==> src/rtl/voltage_display_pkg.sv <==
// Shared types and default constants for the two-channel voltage display formatter.
package voltage_display_pkg;

  localparam int VREF_MV    = 3300;
  localparam int ADC_BITS   = 10;
  localparam int MV_BITS    = 12;
  localparam int BCD_DIGITS = 4;

  typedef enum logic [2:0] {
    IDLE,
    SCALE,
    SHIFT,
    STORE,
    DONE
  } state_t;

  typedef logic [3:0] bcd_digit_t;

endpackage

==> src/rtl/bin_to_bcd_serial.sv <==
// Serial double-dabble: load a binary value, then one MSB-first shift per enabled cycle.
module bin_to_bcd_serial
  import voltage_display_pkg::*;
#(
  parameter int BIN_BITS = MV_BITS
) (
  input  logic                      i_clk,
  input  logic                      i_load,
  input  logic                      i_shift,
  input  logic [BIN_BITS-1:0]       i_bin,
  output logic [BCD_DIGITS*4-1:0]   o_bcd
);

  localparam int BCD_W = BCD_DIGITS * 4;

  logic [BIN_BITS-1:0] r_bin;
  logic [BCD_W-1:0]    r_bcd;
  logic [BCD_W-1:0]    w_adj;

  function automatic logic [BCD_W-1:0] add3_digits(input logic [BCD_W-1:0] bcd);
    logic [BCD_W-1:0] res;
    res = bcd;
    for (int i = 0; i < BCD_DIGITS; i++) begin
      if (bcd[4*i +: 4] >= 4'd5) begin
        res[4*i +: 4] = bcd[4*i +: 4] + 4'd3;
      end
    end
    return res;
  endfunction

  assign w_adj = add3_digits(r_bcd);

  always_ff @(posedge i_clk) begin
    if (i_load) begin
      r_bin <= i_bin;
      r_bcd <= '0;
    end else if (i_shift) begin
      {r_bcd, r_bin} <= {w_adj, r_bin} << 1;
    end
  end

  assign o_bcd = r_bcd;

endmodule

==> src/rtl/voltage_bcd_formatter.sv <==
// Scales two ADC readings to millivolts and formats them as V.VVV BCD digits
// for an 8-digit multiplexed display; both channels update together.
module voltage_bcd_formatter #(
  parameter int VREF_MV  = voltage_display_pkg::VREF_MV,
  parameter int ADC_BITS = voltage_display_pkg::ADC_BITS,
  parameter int MV_BITS  = voltage_display_pkg::MV_BITS
) (
  input  logic                i_clk,
  input  logic                i_rst,
  input  logic                i_start,
  input  logic [ADC_BITS-1:0] i_reading1,
  input  logic [ADC_BITS-1:0] i_reading2,
  output logic                o_busy,
  output logic                o_done,
  output logic [3:0]          o_numbers [0:7],
  output logic                o_dots [0:7]
);

  import voltage_display_pkg::*;

  localparam int PROD_W = ADC_BITS + $clog2(VREF_MV + 1);
  localparam int CNT_W  = $clog2(MV_BITS);
  localparam int BCD_W  = BCD_DIGITS * 4;

  state_t              r_state;
  logic                r_busy;
  logic                r_done;
  logic                r_ch;
  logic [CNT_W-1:0]    r_cnt;
  logic [ADC_BITS-1:0] r_rd1;
  logic [ADC_BITS-1:0] r_rd2;
  logic [BCD_W-1:0]    r_shadow1;
  bcd_digit_t          r_numbers [0:7];

  logic [ADC_BITS-1:0] w_sel;
  logic [PROD_W-1:0]   w_prod;
  logic [MV_BITS-1:0]  w_mv;
  logic [BCD_W-1:0]    w_bcd;
  logic                w_load;
  logic                w_shift;

  // Scaling truncates toward zero: full-scale code maps just below VREF_MV.
  assign w_sel   = r_ch ? r_rd2 : r_rd1;
  assign w_prod  = PROD_W'(w_sel) * PROD_W'(VREF_MV);
  assign w_mv    = MV_BITS'(w_prod >> ADC_BITS);
  assign w_load  = (r_state == SCALE);
  assign w_shift = (r_state == SHIFT);

  bin_to_bcd_serial #(
    .BIN_BITS (MV_BITS)
  ) u_bcd (
    .i_clk   (i_clk),
    .i_load  (w_load),
    .i_shift (w_shift),
    .i_bin   (w_mv),
    .o_bcd   (w_bcd)
  );

  always_ff @(posedge i_clk) begin
    if (i_rst) begin
      r_state <= IDLE;
      r_busy  <= 1'b0;
      r_done  <= 1'b0;
      for (int i = 0; i < 8; i++) begin
        r_numbers[i] <= '0;
      end
    end else begin
      r_done <= 1'b0;
      case (r_state)
        IDLE: begin
          if (i_start) begin
            r_rd1   <= i_reading1;
            r_rd2   <= i_reading2;
            r_ch    <= 1'b0;
            r_busy  <= 1'b1;
            r_state <= SCALE;
          end
        end
        SCALE: begin
          r_cnt   <= '0;
          r_state <= SHIFT;
        end
        SHIFT: begin
          if (r_cnt == CNT_W'(MV_BITS - 1)) begin
            r_state <= STORE;
          end else begin
            r_cnt <= r_cnt + 1'b1;
          end
        end
        STORE: begin
          if (!r_ch) begin
            r_shadow1 <= w_bcd;
            r_ch      <= 1'b1;
            r_state   <= SCALE;
          end else begin
            // Channel 2 goes straight out so all eight digits change on one edge.
            for (int i = 0; i < BCD_DIGITS; i++) begin
              r_numbers[4 + i] <= r_shadow1[4*i +: 4];
              r_numbers[i]     <= w_bcd[4*i +: 4];
            end
            r_done  <= 1'b1;
            r_state <= DONE;
          end
        end
        DONE: begin
          r_busy  <= 1'b0;
          r_state <= IDLE;
        end
        default: begin
          r_busy  <= 1'b0;
          r_state <= IDLE;
        end
      endcase
    end
  end

  assign o_busy    = r_busy;
  assign o_done    = r_done;
  assign o_numbers = r_numbers;

  always_comb begin
    for (int i = 0; i < 8; i++) begin
      o_dots[i] = (i == 3) || (i == 7);
    end
  end

endmodule

==> config.mk <==
export PLATFORM = sky130hd
export DESIGN_NAME = voltage_bcd_formatter
export DESIGN_NICKNAME = d
export VERILOG_FILES = /design/src/rtl/voltage_display_pkg.sv /design/src/rtl/bin_to_bcd_serial.sv /design/src/rtl/voltage_bcd_formatter.sv
export SDC_FILE = /design/constraint.sdc
export NUM_CORES = 1
export LEC_CHECK = 0
export ABC_AREA = 1
export CAP_MARGIN = 20
export CORE_MARGIN = 2
export CORE_UTILIZATION = 45
export CTS_CLUSTER_DIAMETER = 30
export DETAILED_ROUTE_END_ITERATION = 6
export GPL_ROUTABILITY_DRIVEN = 0
export HOLD_SLACK_MARGIN = 0.08
export PLACE_DENSITY_LB_ADDON = 0.08
export SKIP_CTS_REPAIR_TIMING = 1
export SYNTH_ARGS = -nofsm -noshare
export SYNTH_HDL_FRONTEND = slang
export SYNTH_SLANG_ARGS = --single-unit
export TNS_END_PERCENT = 5
==> constraint.sdc <==
create_clock -name i_clk -period 5.7 [get_ports i_clk]
set_input_delay 1.425 -clock i_clk [delete_from_list [all_inputs] [get_ports i_clk]]
set_output_delay 1.425 -clock i_clk [all_outputs]
set_load 0.05 [all_outputs]
==> results.sh <==
export IMPL_worst_skew_pair_late_latency_ns=0.35
export IMPL_reg2reg_to="u_bcd.r_bin[10]"
export IMPL_clock_root_buffer="clkbuf_16"
export IMPL_dieHeight_microns=122
export IMPL_relSlewSlack_pct=48.6
export IMPL_synth_top_family_by_area="adder cells"
export IMPL_worstPathMaxFanout=11
export IMPL_wl_per_cell_microns=13.5
export IMPL_cp_end_kind="flop"
export IMPL_syn_area_per_cell_sq_um=9.33
export IMPL_cts_buffer_depth=2
export IMPL_cts_tree="yes"
export IMPL_grt_max_degree=39
export IMPL_core_area_sq_um=13700
export IMPL_r2r_setup_slack_ns=0.57
export IMPL_rsz0062_at_grt="false"
export IMPL_cp_start_kind="flop"
export IMPL_worst_pin_slew_ns=0.769
export IMPL_ys_ff_latch=106
export IMPL_finClkSkew_ns=0.0117
export IMPL_async_flop_share_pct=0
export IMPL_finalHoldViolCount=0
export IMPL_slew_violations=0
export IMPL_fmax_mhz=195
export IMPL_drtAntennaViolNets=0
export IMPL_nets=840
export IMPL_period_share_pct=90.0
export IMPL_yosys_area_share_simple_pct=16.9
export IMPL_fill_cells=1276
export IMPL_grt_total_usage_pct=17.8
export IMPL_area_growth_pct=16.1
export IMPL_setup_viol=0
export IMPL_hp_start="o_busy"
export IMPL_cts_sinks=106
export IMPL_vias_per_cell=4.99
export IMPL_cts_reportedPaths_clkPinSlew_ns=0.07
export IMPL_io_pins=65
export IMPL_synthAdderAreaFrac_pct=21.4
export IMPL_worstPathArrival_ns=5.24
export IMPL_synthMuxAreaShare_pct=0
export IMPL_synth_edf_count=53
export IMPL_cts_buffers=9
export IMPL_synth_compound_area_share_pct=9.50
export IMPL_fp_row_count=43
export IMPL_hpwl_microns=9500
export IMPL_crit_path_start="r_ch"
export IMPL_drtIter0Drc=227
export IMPL_antenna_found_initial=0
export IMPL_status="completed"
export IMPL_initial_core_util_pct=45.6
export IMPL_routed_wl_microns=12300
export IMPL_die_w_microns=122
export IMPL_regToRegStartpoint="r_ch"
export IMPL_hp_class="reg -> reg"
export IMPL_ctsHtreeMaxLevel=3
export IMPL_first_global_vias=4423
export IMPL_critical_path_endpoint="u_bcd.r_bin[10]"
export IMPL_port_buffers=56
export IMPL_die_area_sq_um=14900
export IMPL_drive_above_1_share_pct=6.33
export IMPL_synth_area_sq_um=6260
export IMPL_crit_type="reg -> reg"
export IMPL_synth_cell_types=40
export IMPL_antenna_cells=0
export IMPL_ys_seq_area_share_pct=42.4
export IMPL_worstRegToRegCells=18
export IMPL_cp_data_required_time_ns=5.81
export IMPL_fin_setup_tns_ns=0
export IMPL_finalWorstPathRequiredPeriod_ns=5.13
export IMPL_grt_ovfl_total=0
export IMPL_yosys_warnings=0
export IMPL_drv_cap=0
export IMPL_detail_route_first_pass_iterations=4
export IMPL_drc_errors=0
export IMPL_synth_cells=671
export IMPL_ys_flop_type="edfxtp_1"
export IMPL_synthXorXnorAreaFrac_pct=2.10
export IMPL_grt_pass1_wl_microns=21100
export IMPL_dr_total_vias=4523
[layer usage]
| metal | GRT usage, % | part of all wire, % |
|---|---|---|
| met5 | 0 | 0 |
| met3 | 2.90 | 3.2 |
| met1 | 24.1 | 49 |
| met2 | 29.2 | 47 |
| met4 | 5.68 | 1.4 |
[cell usage in the layout, fill, tap and decap left out, types with 4 or more instances in the layout]
cell	count
clkbuf_16	10
conb_1	8
clkdlybuf4s50_1	56
buf_4	5
a21oi_1	60
or2_2	6
nand2_1	133
a21o_1	5
dfxtp_1	53
o21ai_1	6
nor2_1	18
fa_1	20
a22o_1	4
ha_1	75
inv_2	6
o21ai_0	20
edfxtp_1	53
inv_1	75
xor2_1	12
nand3_1	58
[synthesized netlist by cell type (2+ instances only)]
cell type / n / area (sq um)
a21o_1: 5 / 37.5
o21ai_1: 6 / 30.0
nand2_1: 133 / 499
dfxtp_1: 53 / 1060
nand3_1: 58 / 290
o32ai_1: 3 / 26.3
buf_6: 2 / 22.5
o21a_1: 2 / 15.0
nand2_2: 3 / 18.8
inv_2: 6 / 22.5
inv_1: 75 / 282
xnor2_1: 3 / 26.3
ha_1: 75 / 938
o21ai_0: 20 / 100
conb_1: 2 / 7.51
a31oi_1: 3 / 18.8
edfxtp_1: 53 / 1590
buf_2: 10 / 50.1
xor2_1: 12 / 105
nor2_4: 3 / 33.8
a22o_1: 4 / 35.0
nand2_4: 2 / 22.5
buf_4: 8 / 60.1
nand4_1: 3 / 18.8
o21bai_1: 2 / 15.0
or2_2: 6 / 37.5
a21oi_1: 60 / 300
clkbuf_1: 8 / 30.0
fa_1: 20 / 400
nor3_1: 4 / 20.0
nor2_1: 18 / 67.6
[stage by stage]
stage	hold slack, ns	cell area (sq um)	utilization, %	setup WS (ns)	std cells
2_1_floorplan	0.453	6280	-	0.989	677
3_3_place_gp	0.441	6950	50.6	0.677	890
3_5_place_dp	0.445	6970	50.8	0.569	891
4_1_cts	0.458	7260	52.9	0.521	907
5_1_grt	0.473	7260	52.9	0.145	907
6_report	0.452	7260	52.9	0.569	907
[kinds of logic after synthesis]
kind of cell | after synthesis
buf+inv | 110
flops | 106
compound gates | 107
fa+ha+maj | 95
xor+xnor | 15
simple gates | 236
other cells | 2
[registers in the layout, summed over array words and instances, names as in the netlist]
| name | flops |
|---|---|
| r_rd2 | 10 |
| u_bcd.r_bin | 12 |
| r_state | 3 |
| o_done | 1 |
| r_ch | 1 |
| r_rd1 | 10 |
| u_bcd.o_bcd | 16 |
| r_shadow1 | 16 |
| o_numbers | 32 |
| r_cnt | 4 |
| o_busy | 1 |
[critical path, cell delays in order (launching register included)]
cell	delay (ns)
edfxtp_1	0.51
inv_2	0.15
or2_2	0.30
o21ai_0	0.23
inv_1	0.22
ha_1	0.39
fa_1	0.51
fa_1	0.51
fa_1	0.49
ha_1	0.31
ha_1	0.36
nand2_1	0.15
inv_1	0.08
a21oi_1	0.25
nor2_1	0.07
nor2_1	0.14
nand3_1	0.09
nand3_1	0.08
nand2_1	0.05
[area by class of cell]
class	count	area (sq um)	area share, %
clock buffers	12	258	3.55
clock inverters	4	32.5	0.448
inverters	82	310	4.27
multi-input cells	461	3160	43.5
flip-flops and latches	106	2650	36.5
well taps	180	225	3.10
repair buffers	62	626	8.61
[worst min path at each step]
stage / endpoint / slack [ns] / cells after the start
4_1_cts: o_busy / 0.46 / 2
6_report: o_busy / 0.45 / 2
2_1_floorplan: r_shadow1[13] / 0.45 / 0
3_5_place_dp: o_busy / 0.44 / 2
3_3_place_gp: o_busy / 0.44 / 2
5_1_grt: o_busy / 0.47 / 2
Power is left out: the tool's default activity adds up to more than one toggle a clock period on the data nets, which glitch-free logic cannot reach.
